<file path="config.mk">
export PLATFORM = sky130hd
export DESIGN_NAME = l1a_trigger_gate_flat
export DESIGN_NICKNAME = d
export VERILOG_FILES = /design/src/rtl/l1a_trigger_gate_pkg.sv /design/src/rtl/l1a_trigger_gate_if.sv /design/src/rtl/l1a_trigger_gate_sync_edge.sv /design/src/rtl/l1a_trigger_gate.sv /design/src/flat_wrapper.sv
export SDC_FILE = /design/constraint.sdc
export NUM_CORES = 1
export LEC_CHECK = 0
export ABC_AREA = 1
export CAP_MARGIN = 0
export CORE_MARGIN = 3
export CORE_UTILIZATION = 32
export CTS_CLUSTER_SIZE = 40
export DETAILED_ROUTE_END_ITERATION = 10
export GPL_ROUTABILITY_DRIVEN = 1
export SLEW_MARGIN = 40
export SYNTH_ARGS = -nofsm -noshare
export SYNTH_HDL_FRONTEND = slang
export SYNTH_SLANG_ARGS = --single-unit
</file>
<file path="constraint.sdc">
create_clock -name clk -period 1.8 [get_ports clk]
set_input_delay 0.36 -clock clk [delete_from_list [all_inputs] [get_ports clk]]
set_output_delay 0.36 -clock clk [all_outputs]
set_load 0.1 [all_outputs]
</file>
<file path="src/rtl/l1a_trigger_gate_pkg.sv">
// L1A trigger gate shared types.
// FSM states, veto cause codes and a cause encoder.
package l1a_trigger_gate_pkg;

  typedef enum logic [1:0] {
    ST_IDLE    = 2'd0,
    ST_ARMED   = 2'd1,
    ST_HOLDOFF = 2'd2
  } state_t;

  localparam logic [1:0] VETO_NONE    = 2'b00;
  localparam logic [1:0] VETO_HOLDOFF = 2'b01;
  localparam logic [1:0] VETO_STOP    = 2'b10;

  function automatic logic [1:0] veto_code(
    input logic hold,
    input logic stop
  );
    return (hold ? VETO_HOLDOFF : VETO_NONE)
         | (stop ? VETO_STOP : VETO_NONE);
  endfunction

endpackage

</file>
<file path="src/rtl/l1a_trigger_gate_if.sv">
// L1A trigger gate signal bundle.
// master drives live/trig/stop, slave is the gate.
interface l1a_trigger_gate_if #(
  parameter int EVID_W = 16,
  parameter int CNT_W  = 32
);
  logic              live;
  logic              trig_in;
  logic              stop;
  logic              live_rising;
  logic              trig_accepted;
  logic              trig_vetoed;
  logic [1:0]        veto_cause;
  logic [EVID_W-1:0] event_id;
  logic [CNT_W-1:0]  n_accepted;
  logic [CNT_W-1:0]  n_vetoed;
  logic              busy;

  modport master (
    output live, trig_in, stop,
    input  live_rising, trig_accepted, trig_vetoed,
    input  veto_cause, event_id, n_accepted,
    input  n_vetoed, busy
  );

  modport slave (
    input  live, trig_in, stop,
    output live_rising, trig_accepted, trig_vetoed,
    output veto_cause, event_id, n_accepted,
    output n_vetoed, busy
  );
endinterface

</file>
<file path="src/rtl/l1a_trigger_gate_sync_edge.sv">
// Two-flop synchroniser with rising-edge detect.
// Reusable for any asynchronous front-panel level.
module l1a_trigger_gate_sync_edge (
  input  logic clk,
  input  logic rst_n,
  input  logic d,
  output logic rise
);
  logic       s1, s2, s3;
  logic [1:0] fill;

  always_ff @(posedge clk or negedge rst_n) begin
    if (!rst_n) begin
      s1   <= 1'b0;
      s2   <= 1'b0;
      s3   <= 1'b0;
      fill <= 2'd0;
    end else begin
      s1 <= d;
      s2 <= s1;
      s3 <= s2;
      if (fill != 2'd3) fill <= fill + 2'd1;
    end
  end

  // a level held through reset must not look like a fresh edge
  assign rise = s2 & ~s3 & (fill == 2'd3);

endmodule

</file>
<file path="src/rtl/l1a_trigger_gate.sv">
// L1A trigger qualifier: live window, pile-up stop, holdoff.
// Emits accept/veto pulses, event ids and run counters.
module l1a_trigger_gate
  import l1a_trigger_gate_pkg::*;
#(
  parameter int HOLDOFF_CYC = 16,
  parameter int EVID_W      = 16,
  parameter int CNT_W       = 32
) (
  input logic          clk,
  input logic          rst_n,
  l1a_trigger_gate_if.slave bus
);
  localparam int HW =
    (HOLDOFF_CYC > 1) ? $clog2(HOLDOFF_CYC) : 1;
  localparam logic [HW-1:0] HLOAD =
    HW'(HOLDOFF_CYC - 1);

  state_t            state, state_n;
  logic [HW-1:0]     hcnt, hcnt_n;
  logic              live_d, trig_edge, qual;
  logic              rise_q, rise_n;
  logic              acc_q, acc_n;
  logic              veto_q, veto_n;
  logic [1:0]        cause_q, cause_n;
  logic [EVID_W-1:0] evid_q, evid_n;
  logic [CNT_W-1:0]  nacc_q, nacc_n;
  logic [CNT_W-1:0]  nveto_q, nveto_n;

  l1a_trigger_gate_sync_edge u_trig (
    .clk  (clk),
    .rst_n(rst_n),
    .d    (bus.trig_in),
    .rise (trig_edge)
  );

  assign rise_n = bus.live & ~live_d;
  // edges landing in the live_rising cycle are dropped
  assign qual = trig_edge & bus.live & ~rise_q;

  always_comb begin
    state_n = state;
    hcnt_n  = hcnt;
    acc_n   = 1'b0;
    veto_n  = 1'b0;
    cause_n = VETO_NONE;
    evid_n  = evid_q;
    nacc_n  = nacc_q;
    nveto_n = nveto_q;
    unique case (state)
      ST_IDLE: begin
        if (bus.live) state_n = ST_ARMED;
      end
      ST_ARMED: begin
        if (qual && bus.stop) begin
          veto_n  = 1'b1;
          cause_n = veto_code(1'b0, bus.stop);
        end else if (qual) begin
          acc_n   = 1'b1;
          hcnt_n  = HLOAD;
          state_n = ST_HOLDOFF;
        end
      end
      ST_HOLDOFF: begin
        if (hcnt == '0) state_n = ST_ARMED;
        else hcnt_n = hcnt - HW'(1);
        if (qual) begin
          veto_n  = 1'b1;
          cause_n = veto_code(1'b1, bus.stop);
        end
      end
      default: state_n = ST_IDLE;
    endcase
    if (!bus.live) state_n = ST_IDLE;
    if (acc_n) begin
      evid_n = evid_q + EVID_W'(1);
      if (nacc_q != '1) nacc_n = nacc_q + CNT_W'(1);
    end
    if (veto_n && nveto_q != '1)
      nveto_n = nveto_q + CNT_W'(1);
    // cleared to all-ones so the first accept gets id 0
    if (rise_n) begin
      evid_n  = '1;
      nacc_n  = '0;
      nveto_n = '0;
    end
  end

  always_ff @(posedge clk or negedge rst_n) begin
    if (!rst_n) begin
      state   <= ST_IDLE;
      hcnt    <= '0;
      live_d  <= 1'b0;
      rise_q  <= 1'b0;
      acc_q   <= 1'b0;
      veto_q  <= 1'b0;
      cause_q <= VETO_NONE;
      evid_q  <= '0;
      nacc_q  <= '0;
      nveto_q <= '0;
    end else begin
      state   <= state_n;
      hcnt    <= hcnt_n;
      live_d  <= bus.live;
      rise_q  <= rise_n;
      acc_q   <= acc_n;
      veto_q  <= veto_n;
      cause_q <= cause_n;
      evid_q  <= evid_n;
      nacc_q  <= nacc_n;
      nveto_q <= nveto_n;
    end
  end

  assign bus.live_rising   = rise_q;
  assign bus.trig_accepted = acc_q;
  assign bus.trig_vetoed   = veto_q;
  assign bus.veto_cause    = cause_q;
  assign bus.event_id      = evid_q;
  assign bus.n_accepted    = nacc_q;
  assign bus.n_vetoed      = nveto_q;
  assign bus.busy          = (state == ST_HOLDOFF);

endmodule

</file>
<file path="src/flat_wrapper.sv">
// flat-port wrapper written by rule: the top's interface ports become plain ports
module l1a_trigger_gate_flat import l1a_trigger_gate_pkg::*;
#(
  parameter int HOLDOFF_CYC = 16,
  parameter int EVID_W      = 16,
  parameter int CNT_W       = 32
)
  (clk, rst_n, bus_live, bus_trig_in, bus_stop, bus_live_rising, bus_trig_accepted, bus_trig_vetoed, bus_veto_cause, bus_event_id, bus_n_accepted, bus_n_vetoed, bus_busy);
  l1a_trigger_gate_if #(.EVID_W(EVID_W), .CNT_W(CNT_W)) bus_i ();
  input logic clk;
  input logic rst_n;
  input wire logic [$bits(bus_i.live)-1:0] bus_live;
  input wire logic [$bits(bus_i.trig_in)-1:0] bus_trig_in;
  input wire logic [$bits(bus_i.stop)-1:0] bus_stop;
  output wire logic [$bits(bus_i.live_rising)-1:0] bus_live_rising;
  output wire logic [$bits(bus_i.trig_accepted)-1:0] bus_trig_accepted;
  output wire logic [$bits(bus_i.trig_vetoed)-1:0] bus_trig_vetoed;
  output wire logic [$bits(bus_i.veto_cause)-1:0] bus_veto_cause;
  output wire logic [$bits(bus_i.event_id)-1:0] bus_event_id;
  output wire logic [$bits(bus_i.n_accepted)-1:0] bus_n_accepted;
  output wire logic [$bits(bus_i.n_vetoed)-1:0] bus_n_vetoed;
  output wire logic [$bits(bus_i.busy)-1:0] bus_busy;
  assign bus_i.live = bus_live;
  assign bus_i.trig_in = bus_trig_in;
  assign bus_i.stop = bus_stop;
  assign bus_live_rising = bus_i.live_rising;
  assign bus_trig_accepted = bus_i.trig_accepted;
  assign bus_trig_vetoed = bus_i.trig_vetoed;
  assign bus_veto_cause = bus_i.veto_cause;
  assign bus_event_id = bus_i.event_id;
  assign bus_n_accepted = bus_i.n_accepted;
  assign bus_n_vetoed = bus_i.n_vetoed;
  assign bus_busy = bus_i.busy;
  l1a_trigger_gate #(.HOLDOFF_CYC(HOLDOFF_CYC), .EVID_W(EVID_W), .CNT_W(CNT_W)) u_core (.clk(clk), .rst_n(rst_n), .bus(bus_i));
endmodule
</file>
## After elaboration in Yosys (flattened, before gate mapping)

Cells that the tools add are included.

- Reductions and logical operators: 11
- Mux-type cells: 25
- Div/mod/pow operators: 0
- $mul: 0
- Order comparisons: 0
- Equal/unequal tests: 12
- Shift operators: 0
- Add/subtract/negate cells: 5
- Bitwise gates (word level): 8

Operator list:

| kind | number |
|---|---|
| 32-bit two-way mux | 5 |
| 32-bit by 1-bit adder with 32-bit output, second input constant | 2 |
| 32-bit inequality test, second input constant | 2 |
| 16-bit two-way mux | 2 |
| 16-bit by 1-bit adder with 16-bit output, second input constant | 1 |
| 2-bit two-way mux | 7 |
| 4-bit two-way mux | 3 |
| 4-bit one-hot mux with 2 select lines | 1 |
| 2-bit nonzero test | 4 |
| 2-bit inequality test, second input constant | 3 |
| 3-bit by 2-bit inequality test with 1-bit output, second input constant | 2 |
| 2-bit one-hot mux with 3 select lines | 1 |
| 1-bit bitwise AND | 5 |
| 2-bit equality test, second input constant | 2 |
| 4-bit logical NOT | 1 |
| 1-bit two-way mux | 4 |
| 2-bit one-hot mux with 2 select lines | 1 |
| 4-bit AND reduction | 1 |
| 4-bit by 1-bit subtractor with 4-bit output, second input constant | 1 |
| 3-bit inequality test, second input constant | 1 |
| 1-bit inverter | 3 |
| 3-bit AND reduction | 1 |
| 2-bit by 1-bit adder with 2-bit output, second input constant | 1 |
| 2-bit by 1-bit equality test with 1-bit output, second input constant | 1 |
| 5 further kinds | 6 |

- Bits in latches: 0
- Register bits after elaboration: 97
- Input port bits: 5
- Memory bits (writable): 0
- Output and inout port bits: 86
- Memories kept: 0
- Memory bits (read-only): 0
- Logic and storage cells: 75

## Logic depth before layout (Yosys ltp)

Gate-level depths: netlist of the first run.

- Word-level depth: 11
- Gate-level depth with buffers: 13
- Gate-level depth less buffers: 11

## By module

From an unflattened synthesis of the first run, not the netlist that was laid out.

- Cells, all modules: 829
- Area, all modules: 5919.4 um^2

By module, submodules not included:

| module | seq. area each (um^2) | times used | area an instance (um^2) | cells an instance |
|---|---|---|---|---|
| l1a_trigger_gate | 2302.2 | 1 | 5744.3 | 813 |
| l1a_trigger_gate_sync_edge | 125.1 | 1 | 175.2 | 16 |

## Worst setup path before layout of the first run

No wires, ideal clock.

- Kind: register -> register
- Start point: reg u_core.nacc_q[0] (netlist: u_core.bus.n_accepted[0])
- End point: reg u_core.nacc_q[10] (netlist: u_core.bus.n_accepted[10])
- Library setup time: 0.120 ns
- Path slack: -0.629 ns
- Clock period less this slack: 2.429 ns
- Arrival: 2.309 ns
- Cell stages (with the launch flop): 12
- Data required time: 1.680 ns
- Buffers on the path: 1
- Cells stage by stage: dfrtp_1 -> ha_1 -> inv_2 -> nor2_2 -> nand2_2 -> nor2_1 -> nand3b_1 -> nand2_4 -> buf_6 -> inv_4 -> nand2_1 -> nand2_1

- Longest elaborated chain between the ends: 4
- Elaborated cells on any way between the ends: 7
- Those cells by class: 1 x add/sub; 1 x eq/ne; 3 x mux; 2 x reduce/logical

RTL lines:

| what | line | text |
|---|---|---|
| start, declared | l1a_trigger_gate.sv:27 | `logic [CNT_W-1:0] nacc_q, nacc_n;` |
| start signal, assigned | l1a_trigger_gate.sv:110 | `nacc_q <= nacc_n;` |
| 32-bit by 1-bit adder with 32-bit output | l1a_trigger_gate.sv:77 | `if (nacc_q != '1) nacc_n = nacc_q + CNT_W'(1);` |
| 32-bit two-way mux | l1a_trigger_gate.sv:77 |  |
| 32-bit two-way mux | l1a_trigger_gate.sv:75 | `if (acc_n) begin` |
| 32-bit two-way mux | l1a_trigger_gate.sv:82 | `if (rise_n) begin` |

Parallel ways exist; a longest one is shown, timed or not. The select of a mux whose other input is x is not followed.
A chain may end at the register's enable or synchronous reset.

## Worst setup path in the final report of the first run

- Start point: reg u_core.state[0]
- End point: out bus_busy

- Longest elaborated chain between the ends: 1

RTL lines:

| what | line | text |
|---|---|---|
| start, declared | l1a_trigger_gate.sv:19 | `state_t state, state_n;` |
| start signal, assigned | l1a_trigger_gate.sv:102 | `state <= state_n;` |
| 2-bit equality test | l1a_trigger_gate.sv:122 | `assign bus.busy = (state == ST_HOLDOFF);` |
| end, declared | flat_wrapper.sv:22 | `output wire logic [$bits(bus_i.busy)-1:0] bus_busy;` |

No other way between the ends.

==> summary.md, run 1 <==
| Metric | Value |
|---|---|
| Die area | `around 21000 µm²` |
| Top achievable clock speed | `around 0.58 GHz` |
| Worst Hold Slack | `approximately 0.36 ns` |
| Static leakage | `4.01 nW` |
| Routed Antenna Nets | `0` |
| Placement row count | `a little under 50` |
| Number of global-route vias before repair | `6125` |
| Effective utilization at floorplan | `33.3%` |
| Placeable Area | `18300 µm²` |
| Setup repair after global routing missed its margin | `yes` |
| Area of combinational cells with multiple inputs | `~3400 µm²` |
| Required @ worst endpoint | `1.44 ns` |
| TritonCTS clock tree | `yes` |
| Antenna violations before repair | `0` |
| Fill cell instance count of the final layout | `approximately 1700` |
| Predominant post-synthesis flop cell | `sky130_fd_sc_hd__dfrtp_1` |
| Number of cells after detailed placement | `1300` |
| Fraction of layout cells with a size suffix above 1 | `between 20% and 30%` |
| Maximum number of pins on one net before global-route repair | `46` |
| Detail-routed net length per standard cell | `between 10 and 15 µm` |
| Tightest Hold Check Type | `register to register` |
| Startpoint kind of the worst setup timing path | `register` |
| Outcome | `completed` |
| YS warnings | `0` |
| Area overhead of the layout relative to synthesis | `55.0%` |
| Cell taking the most area after synthesis | `sky130_fd_sc_hd__dfrtp_1` |
| Number of distinct library cells after synthesis | `31` |
| HPWL Detailed | `about 14 mm` |
| Slew at the pin closest to its max-slew limit | `0.558 ns` |
| Clock Sink Count | `97` |
| Critical path endpoint category | `primary output` |
| Footprint of the flip-flops and latches | `roughly 2600 µm²` |
| Clock transition at the registers of the reported paths | `around 0.070 ns` |
| Wire length of the first global-routing pass | `30.2 mm` |
| DR vias | `~6500` |
| Number of synthesized register bits | `between 90 and 100` |
| Post-Synthesis Net Count | `between 900 and 1000` |
| Commonest non-fill, non-tap cells in the layout | `346 x sky130_fd_sc_hd__nand2_1, 129 x sky130_fd_sc_hd__nor2_1, 90 x sky130_fd_sc_hd__buf_12` |
| Total chip power | `0.00814 W` |
| Final count of negative-setup-slack endpoints | `0` |
| Arrival time at the worst endpoint | `1.38 ns` |
| Slew HR | `approximately 63%` |
| MaxCap Viol Count | `0` |
| Count of pins on the block boundary | `91` |
| Post-synthesis cell count | `918` |
| Routability-driven placement congestion ratio | `roughly 0.91` |
| Aggregate global-route resource usage | `between 10% and 20%` |
| Maximum fanout encountered on the critical timing path | `7` |
| Pwr dens | `between 800 and 900 nW/µm²` |
| Final Max Tran Viols | `0` |
| Post-synth top area share | `39.7%` |
| Critical path class | `register to primary output` |
| Maximum count of clock buffers along a single path | `2` |
| Setup skew after layout | `0.00883 ns` |
| Fin. Hold Viols | `0` |
| Async S/R FF share, synth | `100%` |
| Largest cells by area after synthesis | `sky130_fd_sc_hd__dfrtp_1 40%, sky130_fd_sc_hd__nand2_1 22%, sky130_fd_sc_hd__nor2_1 8.4%, sky130_fd_sc_hd__nand3_1 6.9%, sky130_fd_sc_hd__inv_1 4.5%` |
| Number of enable-type register cells in the synthesized netlist | `0` |
| Diode count | `0` |
| Worst vdd ir | `approximately 0.00055 V` |
| Clock latency of the later-clocked register in the worst-skew pair | `approximately 0.36 ns` |
| H-tree levels | `3` |
| Synthesized cell area | `6110 µm²` |
| Number of port buffers | `90` |
| Number of design rule violations left after detail routing | `0` |
| Final period util | `between 90% and 100%` |
| Tmin final | `around 1.7 ns` |
| Sequential element share of the synthesized area | `39.7%` |
| Total Wirelength | `between 15 and 20 mm` |
| Root Buffer Master | `sky130_fd_sc_hd__clkbuf_16` |
| Count of non-filler cells in the finished layout | `roughly 1300` |
| Most common library cell in the layout ignoring fill and taps | `sky130_fd_sc_hd__nand2_1` |
| GR Overflow Total | `0` |
| Number of violations reported at the end of detailed-routing iteration 0 | `440` |
| Number of iterations in the first detailed-routing pass | `5` |
| DIE HEIGHT | `144 µm` |
| CTS buffer count | `9` |
| Setup total negative slack | `0 ns` |
| Net count, final | `1110` |
| Chip width | `144 µm` |
| Average instance area after synthesis | `6.65 µm²` |
| Vias per cell | `4.89` |
cell type report:
| type | count | area share (%) |
|---|---|---|
| Timing Repair Buffer | 186 | 27.2 |
| Clock inverter | 5 | 0.899 |
| Inverter | 78 | 3.28 |
| Clock buffer | 11 | 2.67 |
| Sequential cell | 97 | 27.3 |
| Multi-Input combinational cell | 723 | 35.5 |
| Tap cell | 229 | 3.03 |
| Timing Repair inverter | 1 | 0.0925 |
cells in the mapped netlist, types with 2 or more instances:
cell type	number
sky130_fd_sc_hd__nand2_1	352
sky130_fd_sc_hd__nor2_1	136
sky130_fd_sc_hd__dfrtp_1	97
sky130_fd_sc_hd__nand3_1	84
sky130_fd_sc_hd__inv_1	74
sky130_fd_sc_hd__o21ai_1	31
sky130_fd_sc_hd__nand4_1	23
sky130_fd_sc_hd__o21ai_0	21
sky130_fd_sc_hd__xor2_1	17
sky130_fd_sc_hd__ha_1	9
sky130_fd_sc_hd__nor3_1	9
sky130_fd_sc_hd__or2_2	8
sky130_fd_sc_hd__a21oi_1	7
sky130_fd_sc_hd__o21bai_1	7
sky130_fd_sc_hd__buf_2	5
sky130_fd_sc_hd__buf_6	5
sky130_fd_sc_hd__nor2_2	5
sky130_fd_sc_hd__buf_4	4
sky130_fd_sc_hd__nand2_2	4
sky130_fd_sc_hd__buf_1	3
sky130_fd_sc_hd__clkbuf_1	3
sky130_fd_sc_hd__o211ai_1	3
sky130_fd_sc_hd__inv_2	2
sky130_fd_sc_hd__nand2_4	2
through the flow:
| step | instance area (µm²) | worst slack, ns | util [%] |
|---|---|---|---|
| after floorplan | 6320 | -0.00485 | - |
| after global placement | 8890 | -0.254 | 48.5 |
| after detailed placement | 8890 | -0.293 | 48.5 |
| after CTS | 9250 | -0.000201 | 50.5 |
| after global routing | 9470 | -0.0558 | 51.6 |
| final | 9470 | 0.0642 | 51.6 |
report_power, final:
group / internal [W] / total (W) / switching (W)
clock network: 0.00130 / 0.00221 / 0.000907
logic: 0.00117 / 0.00324 / 0.00206
registers: 0.00243 / 0.00270 / 0.000265
total: 0.00491 / 0.00814 / 0.00324
layer usage:
layer  track usage (%)  routed length, µm  part of all wire (%)  vias up
met1              24.3               8300                    44     2988
met5                 0                  0                     0        -
met4              6.97                498                   2.7        0
li1                  -                  -                     -     3278
met2              30.0               8970                    48      199
met3              2.91                929                   5.0       37
sequential cells by signal, summed over array words and instances, names as in the netlist, 2 cells and up:
register               count
u_core.bus.n_vetoed       32
u_core.state               2
u_core.bus.event_id       16
u_core.u_trig.fill         2
u_core.hcnt                4
u_core.bus.veto_cause      2
u_core.bus.n_accepted     32
path summary, 6_finish.rpt:
| path | depth (start not counted) | start | slack, ns | end |
|---|---|---|---|---|
| setup / recovery | 5 | u_core.state[0] | 0.06 | bus_busy |
| hold / removal | 0 | u_core.u_trig.s1 | 0.36 | u_core.u_trig.s2 |
| setup reg to reg | 10 | u_core.state[0] | 0.09 | u_core.bus.n_vetoed[21] |
| hold reg to reg | 0 | u_core.u_trig.s1 | 0.36 | u_core.u_trig.s2 |
| max in group asynchronous | 3 | rst_n | 0.76 | u_core.bus.n_accepted[25] |
| min in group asynchronous | 2 | rst_n | 0.47 | u_core.bus.n_vetoed[1] |
critical path, stage by stage (launching register included):
cell	delay, ns
sky130_fd_sc_hd__dfrtp_1	0.40
sky130_fd_sc_hd__inv_2	0.07
sky130_fd_sc_hd__buf_4	0.11
sky130_fd_sc_hd__ha_4	0.13
sky130_fd_sc_hd__buf_6	0.13
sky130_fd_sc_hd__buf_12	0.17
cells by family after synthesis:
| group | share of synthesized area [%] |
|---|---|
| AOI/OAI and AO/OA | 6.33 |
| and+or+nand+nor | 42.2 |
| muxes | 0.184 |
| DFF | 39.7 |
| buffers and inverters | 7.11 |
| adders and majority gates | 1.84 |
| xor gates and xnor gates | 2.58 |
repair_timing:
action | in CTS | in global routing
resized for setup | 1 | 28
cloned | 0 | 3
hold endpoints to repair | 27 | 0
setup buffers | 1 | 9
hold buffers | 1 | 0
endpoints found under the setup margin | 3 | 80
pin swaps | 0 | 7
Power figures use the tool's default switching activity.
==> inputs of run 2 (changes only) <==
--- a/config.mk
+++ b/config.mk
@@ -5,14 +5,15 @@
 export SDC_FILE = /design/constraint.sdc
 export NUM_CORES = 1
 export LEC_CHECK = 0
-export ABC_AREA = 1
 export CAP_MARGIN = 0
 export CORE_MARGIN = 3
 export CORE_UTILIZATION = 32
+export CTS_BUF_LIST = sky130_fd_sc_hd__clkbuf_8
 export CTS_CLUSTER_SIZE = 40
 export DETAILED_ROUTE_END_ITERATION = 10
 export GPL_ROUTABILITY_DRIVEN = 1
 export SLEW_MARGIN = 40
 export SYNTH_ARGS = -nofsm -noshare
 export SYNTH_HDL_FRONTEND = slang
+export SYNTH_HIERARCHICAL = 1
 export SYNTH_SLANG_ARGS = --single-unit
==> run 2 against run 1 <==
The flow now finishes with violations (setup timing). Routed wire length shrank 4.6%. Fmax shrank 24%. Sequential power shrank 14%. Die area shrank 14%.
==> summary.md, run 2 <==
| Metric | Value |
|---|---|
| Count of pins on the block boundary | `91 (unchanged)` |
| Most instantiated library cell after synthesis | `sky130_fd_sc_hd__dfrtp_1 (was sky130_fd_sc_hd__nand2_1)` |
| Detail-routed net length per standard cell | `16.7 µm (was 14.1 µm)` |
| Most common library cell in the layout ignoring fill and taps | `sky130_fd_sc_hd__buf_4 (was sky130_fd_sc_hd__nand2_1)` |
| Top achievable clock speed | `0.437 GHz (was 0.576 GHz)` |
| Commonest non-fill, non-tap cells in the layout | `174 x sky130_fd_sc_hd__buf_4, 91 x sky130_fd_sc_hd__buf_12, 61 x sky130_fd_sc_hd__nand2_1 (was 346 x sky130_fd_sc_hd__nand2_1, 129 x sky130_fd_sc_hd__nor2_1, 90 x sky130_fd_sc_hd__buf_12)` |
| Async S/R FF share, synth | `100% (unchanged)` |
| Number of synthesized register bits | `97 (unchanged)` |
| GR Overflow Total | `0 (unchanged)` |
| Effective utilization at floorplan | `32.8% (was 33.3%)` |
| Tmin final | `2.29 ns (was 1.74 ns)` |
| Number of iterations in the first detailed-routing pass | `4 (was 5)` |
| Root Buffer Master | `sky130_fd_sc_hd__clkbuf_8 (was sky130_fd_sc_hd__clkbuf_16)` |
| Vias per cell | `5.27 (was 4.89)` |
| Fill cell instance count of the final layout | `1247 (was 1696)` |
| Cells along the critical path | `ha_2 -> and3b_2 -> buf_4 -> buf_6 -> and4b_2 -> nand2_2 -> inv_4 -> buf_6 -> o31ai_4 -> or4_4 -> a21oi_2 (was inv_2 -> buf_4 -> ha_4 -> buf_6 -> buf_12)` |
| Pwr dens | `448 nW/µm² (was 860 nW/µm²)` |
| TritonCTS clock tree | `yes (unchanged)` |
| Largest cells by area after synthesis | `sky130_fd_sc_hd__dfrtp_1 46%, sky130_fd_sc_hd__nand2_1 4.8%, sky130_fd_sc_hd__xnor2_1 4.2%, sky130_fd_sc_hd__a21oi_1 3.6%, sky130_fd_sc_hd__nor2_1 2.9% (was sky130_fd_sc_hd__dfrtp_1 40%, sky130_fd_sc_hd__nand2_1 22%, sky130_fd_sc_hd__nor2_1 8.4%, sky130_fd_sc_hd__nand3_1 6.9%, sky130_fd_sc_hd__inv_1 4.5%)` |
| CTS buffer count | `9 (unchanged)` |
| Placeable Area | `15900 µm² (was 18300 µm²)` |
| DR vias | `5624 (was 6502)` |
| Critical path class | `register to register (was register to primary output)` |
| Total Wirelength | `17.8 mm (was 18.7 mm)` |
| Routed Antenna Nets | `0 (unchanged)` |
| HPWL Detailed | `12.7 mm (was 13.8 mm)` |
| Wire length of the first global-routing pass | `29.6 mm (was 30.2 mm)` |
| Area of combinational cells with multiple inputs | `3360 µm² (unchanged)` |
| Synthesized cell area | `5230 µm² (was 6110 µm²)` |
| DIE HEIGHT | `134 µm (was 144 µm)` |
| Number of port buffers | `90 (unchanged)` |
| Setup crit end | `u_core/bus.n_vetoed[11] (was bus_busy)` |
| Most instantiated cells after synthesis | `97 x sky130_fd_sc_hd__dfrtp_1, 67 x sky130_fd_sc_hd__nand2_1, 40 x sky130_fd_sc_hd__nor2_1 (was 352 x sky130_fd_sc_hd__nand2_1, 136 x sky130_fd_sc_hd__nor2_1, 97 x sky130_fd_sc_hd__dfrtp_1)` |
| Placement row count | `46 (was 49)` |
| Worst path setup slack after routing | `-0.488 ns (was 0.0642 ns)` |
| Diode count | `0 (unchanged)` |
| Slew at the pin closest to its max-slew limit | `0.724 ns (was 0.558 ns)` |
| Post-synth top area share | `46.4% (was 39.7%)` |
| Predominant post-synthesis flop cell | `sky130_fd_sc_hd__dfrtp_1 (unchanged)` |
| Final period util | `127% (was 96.4%)` |
| Number of violations reported at the end of detailed-routing iteration 0 | `348 (was 440)` |
| Sequential element share of the synthesized area | `46.4% (was 39.7%)` |
| Antenna violations before repair | `0 (unchanged)` |
| Max stage delay on crit path | `0.49 ns (was 0.40 ns)` |
| Final core utilization | `62.8% (was 51.6%)` |
| Post-synthesis cell count | `560 (was 918)` |
| Number of enable-type register cells in the synthesized netlist | `0 (unchanged)` |
| Most numerous cell on the critical path | `sky130_fd_sc_hd__buf_6` |
| Maximum count of clock buffers along a single path | `2 (unchanged)` |
| Setup skew after layout | `0.00913 ns (was 0.00883 ns)` |
| Footprint of the flip-flops and latches | `2640 µm² (was 2580 µm²)` |
| Number of design rule violations left after detail routing | `0 (unchanged)` |
| Number of cells traversed by the worst register-to-register path | `11 (was 10)` |
| Arrival time at the worst endpoint | `2.61 ns (was 1.38 ns)` |
| Count of non-filler cells in the finished layout | `1068 (was 1330)` |
| Tightest Hold Check Type | `register to register (unchanged)` |
| Setup repair after global routing missed its margin | `yes (unchanged)` |
| Chip width | `134 µm (was 144 µm)` |
| Worst vdd ir | `0.000359 V (was 0.000548 V)` |
| Aggregate global-route resource usage | `20.1% (was 18.3%)` |
| Number of distinct library cells after synthesis | `61 (was 31)` |
| Number of global-route vias before repair | `5931 (was 6125)` |
| YS warnings | `6 (was 0)` |
| Net count, final | `861 (was 1110)` |
| Fraction of layout cells with a size suffix above 1 | `59.4% (was 29.4%)` |
| Maximum fanout encountered on the critical timing path | `5 (was 7)` |
| Critical path endpoint category | `register (was primary output)` |
| Average instance area after synthesis | `9.35 µm² (was 6.65 µm²)` |
| FF-to-FF setup slack | `-0.49 ns (was 0.09 ns)` |
| Number of cells after detailed placement | `1014 (was 1300)` |
| Clock Sink Count | `97 (unchanged)` |
| Final Max Tran Viols | `0 (unchanged)` |
| Worst R2R End | `u_core/bus.n_vetoed[11] (was u_core.bus.n_vetoed[21])` |
| Startpoint kind of the worst setup timing path | `register (unchanged)` |
| Launching instance or port of the critical path | `u_core/u_trig/fill[1] (was u_core.state[0])` |
| Required @ worst endpoint | `2.12 ns (was 1.44 ns)` |
| Slew HR | `51.5% (was 62.8%)` |
| Cell at the slowest stage of the critical path | `sky130_fd_sc_hd__or4_4 (was sky130_fd_sc_hd__dfrtp_1)` |
| Area overhead of the layout relative to synthesis | `91.3% (was 55.0%)` |
| Static leakage | `4.11 nW (was 4.01 nW)` |
| Post-Synthesis Net Count | `574 (was 932)` |
| Cell taking the most area after synthesis | `sky130_fd_sc_hd__dfrtp_1 (unchanged)` |
| MaxCap Viol Count | `0 (unchanged)` |
| Final count of negative-setup-slack endpoints | `85 (was 0)` |
| H-tree levels | `3 (unchanged)` |
| Clock latency of the later-clocked register in the worst-skew pair | `0.39 ns (was 0.36 ns)` |
| Routability-driven placement congestion ratio | `0.861 (was 0.914)` |
| Maximum number of pins on one net before global-route repair | `48 (was 46)` |
| Die area | `17900 µm² (was 20800 µm²)` |
| Outcome | `complete, but fails checks (was completed)` |
| Fin. Hold Viols | `0 (unchanged)` |
| Violated checks | `setup timing` |
| Launch point of the worst reg-to-reg path | `u_core/u_trig/fill[1] (was u_core.state[0])` |
| Clock transition at the registers of the reported paths | `0.10 ns (was 0.07 ns)` |
| Setup total negative slack | `-26.13 ns (was 0 ns)` |
run 2: cell count changes in the layout (fill, tap and decap cells not counted), sizes merged, moves of 24 or more:
cell / delta
nand2: -291
buf: +112
nor2: -101
inv: -61
nand3: -57
a21oi: +31
xnor2: +24
run 2: logic make-up after synthesis:
kind of cell	after synthesis	synth area share, %
xor gates and xnor gates	32	5.36
and+or+nand+nor	268	28.4
muxes	4	0.861
buffers and inverters	37	3.11
AOI/OAI and AO/OA	113	13.7
DFF	97	46.4
adders and majority gates	9	2.15
run 2: through the flow:
stage               hold slack, ns  instance area, µm²  power [W]  setup slack [ns]
floorplan                   0.0644                5750    0.00275            -0.472
global placement             0.311                8980    0.00304            -0.623
detailed placement           0.319                8980    0.00308            -0.680
CTS                          0.360                9840    0.00451            -0.424
global route                 0.380               10000    0.00467            -0.592
finish                       0.358               10000    0.00448            -0.488
run 2: report_power, final:
| part | leakage, nW | internal (W) | total (W) | switching, W |
|---|---|---|---|---|
| Clock | 0.0819 | 0.000526 | 0.00140 | 0.000875 |
| Combinational | 2.92 | 0.000288 | 0.000757 | 0.000469 |
| Sequential | 1.11 | 0.00225 | 0.00233 | 0.0000801 |
run 2: area by class of cell:
type	count	area share [%]
inverters	16	0.675
multi-input cells	427	33.6
flip-flops and latches	97	26.4
well taps	216	2.70
clock buffers	9	1.24
clock inverters	7	0.612
repair buffers	296	34.8
run 2: metal layers:
metal  vias to the layer above  wire [µm]  track usage [%]
met4                         0        365             7.09
met2                       132       9210             35.3
met5                         -          0                0
met3                        31        633             2.66
li1                       2653          -                -
met1                      2808       7630             25.6
run 2: worst min path at each step:
stage	from	to	slack, ns	cells past startpoint
4_1_cts	u_core/u_trig/s1	u_core/u_trig/s2	0.36	0
3_3_place_gp	rst_n	u_core/bus.n_vetoed[30]	0.31	1
5_1_grt	u_core/u_trig/s1	u_core/u_trig/s2	0.38	0
2_1_floorplan	rst_n	u_core/bus.event_id[0]	0.06	0
3_5_place_dp	rst_n	u_core/bus.n_vetoed[30]	0.32	1
6_report	u_core/u_trig/s1	u_core/u_trig/s2	0.36	0
run 2: worst max-delay path: cells and delay by family, from the launching register on:
family,cells,cell delay [ns]
simple gates,4,1.05
buf+inv,4,0.40
flops,1,0.37
compound gates,2,0.21
fa+ha+maj,1,0.19
run 2: timing repair:
item                                    4_1_cts  5_1_grt
hold buffers                                  1        0
resized for setup                            94       32
endpoints found under the hold margin        26        0
cloned                                        2        0
buffers inserted                             33        5
endpoints found under the setup margin       85       87
pin swaps                                    66       23
==> inputs of run 3 (changes only) <==
--- a/config.mk
+++ b/config.mk
@@ -9,6 +9,7 @@
 export CORE_MARGIN = 3
 export CORE_UTILIZATION = 32
 export CTS_BUF_LIST = sky130_fd_sc_hd__clkbuf_8
+export CTS_CLUSTER_DIAMETER = 100
 export CTS_CLUSTER_SIZE = 40
 export DETAILED_ROUTE_END_ITERATION = 10
 export GPL_ROUTABILITY_DRIVEN = 1
==> results of run 3 <==
Final layout, timing and power as in run 2 (identical DEF).
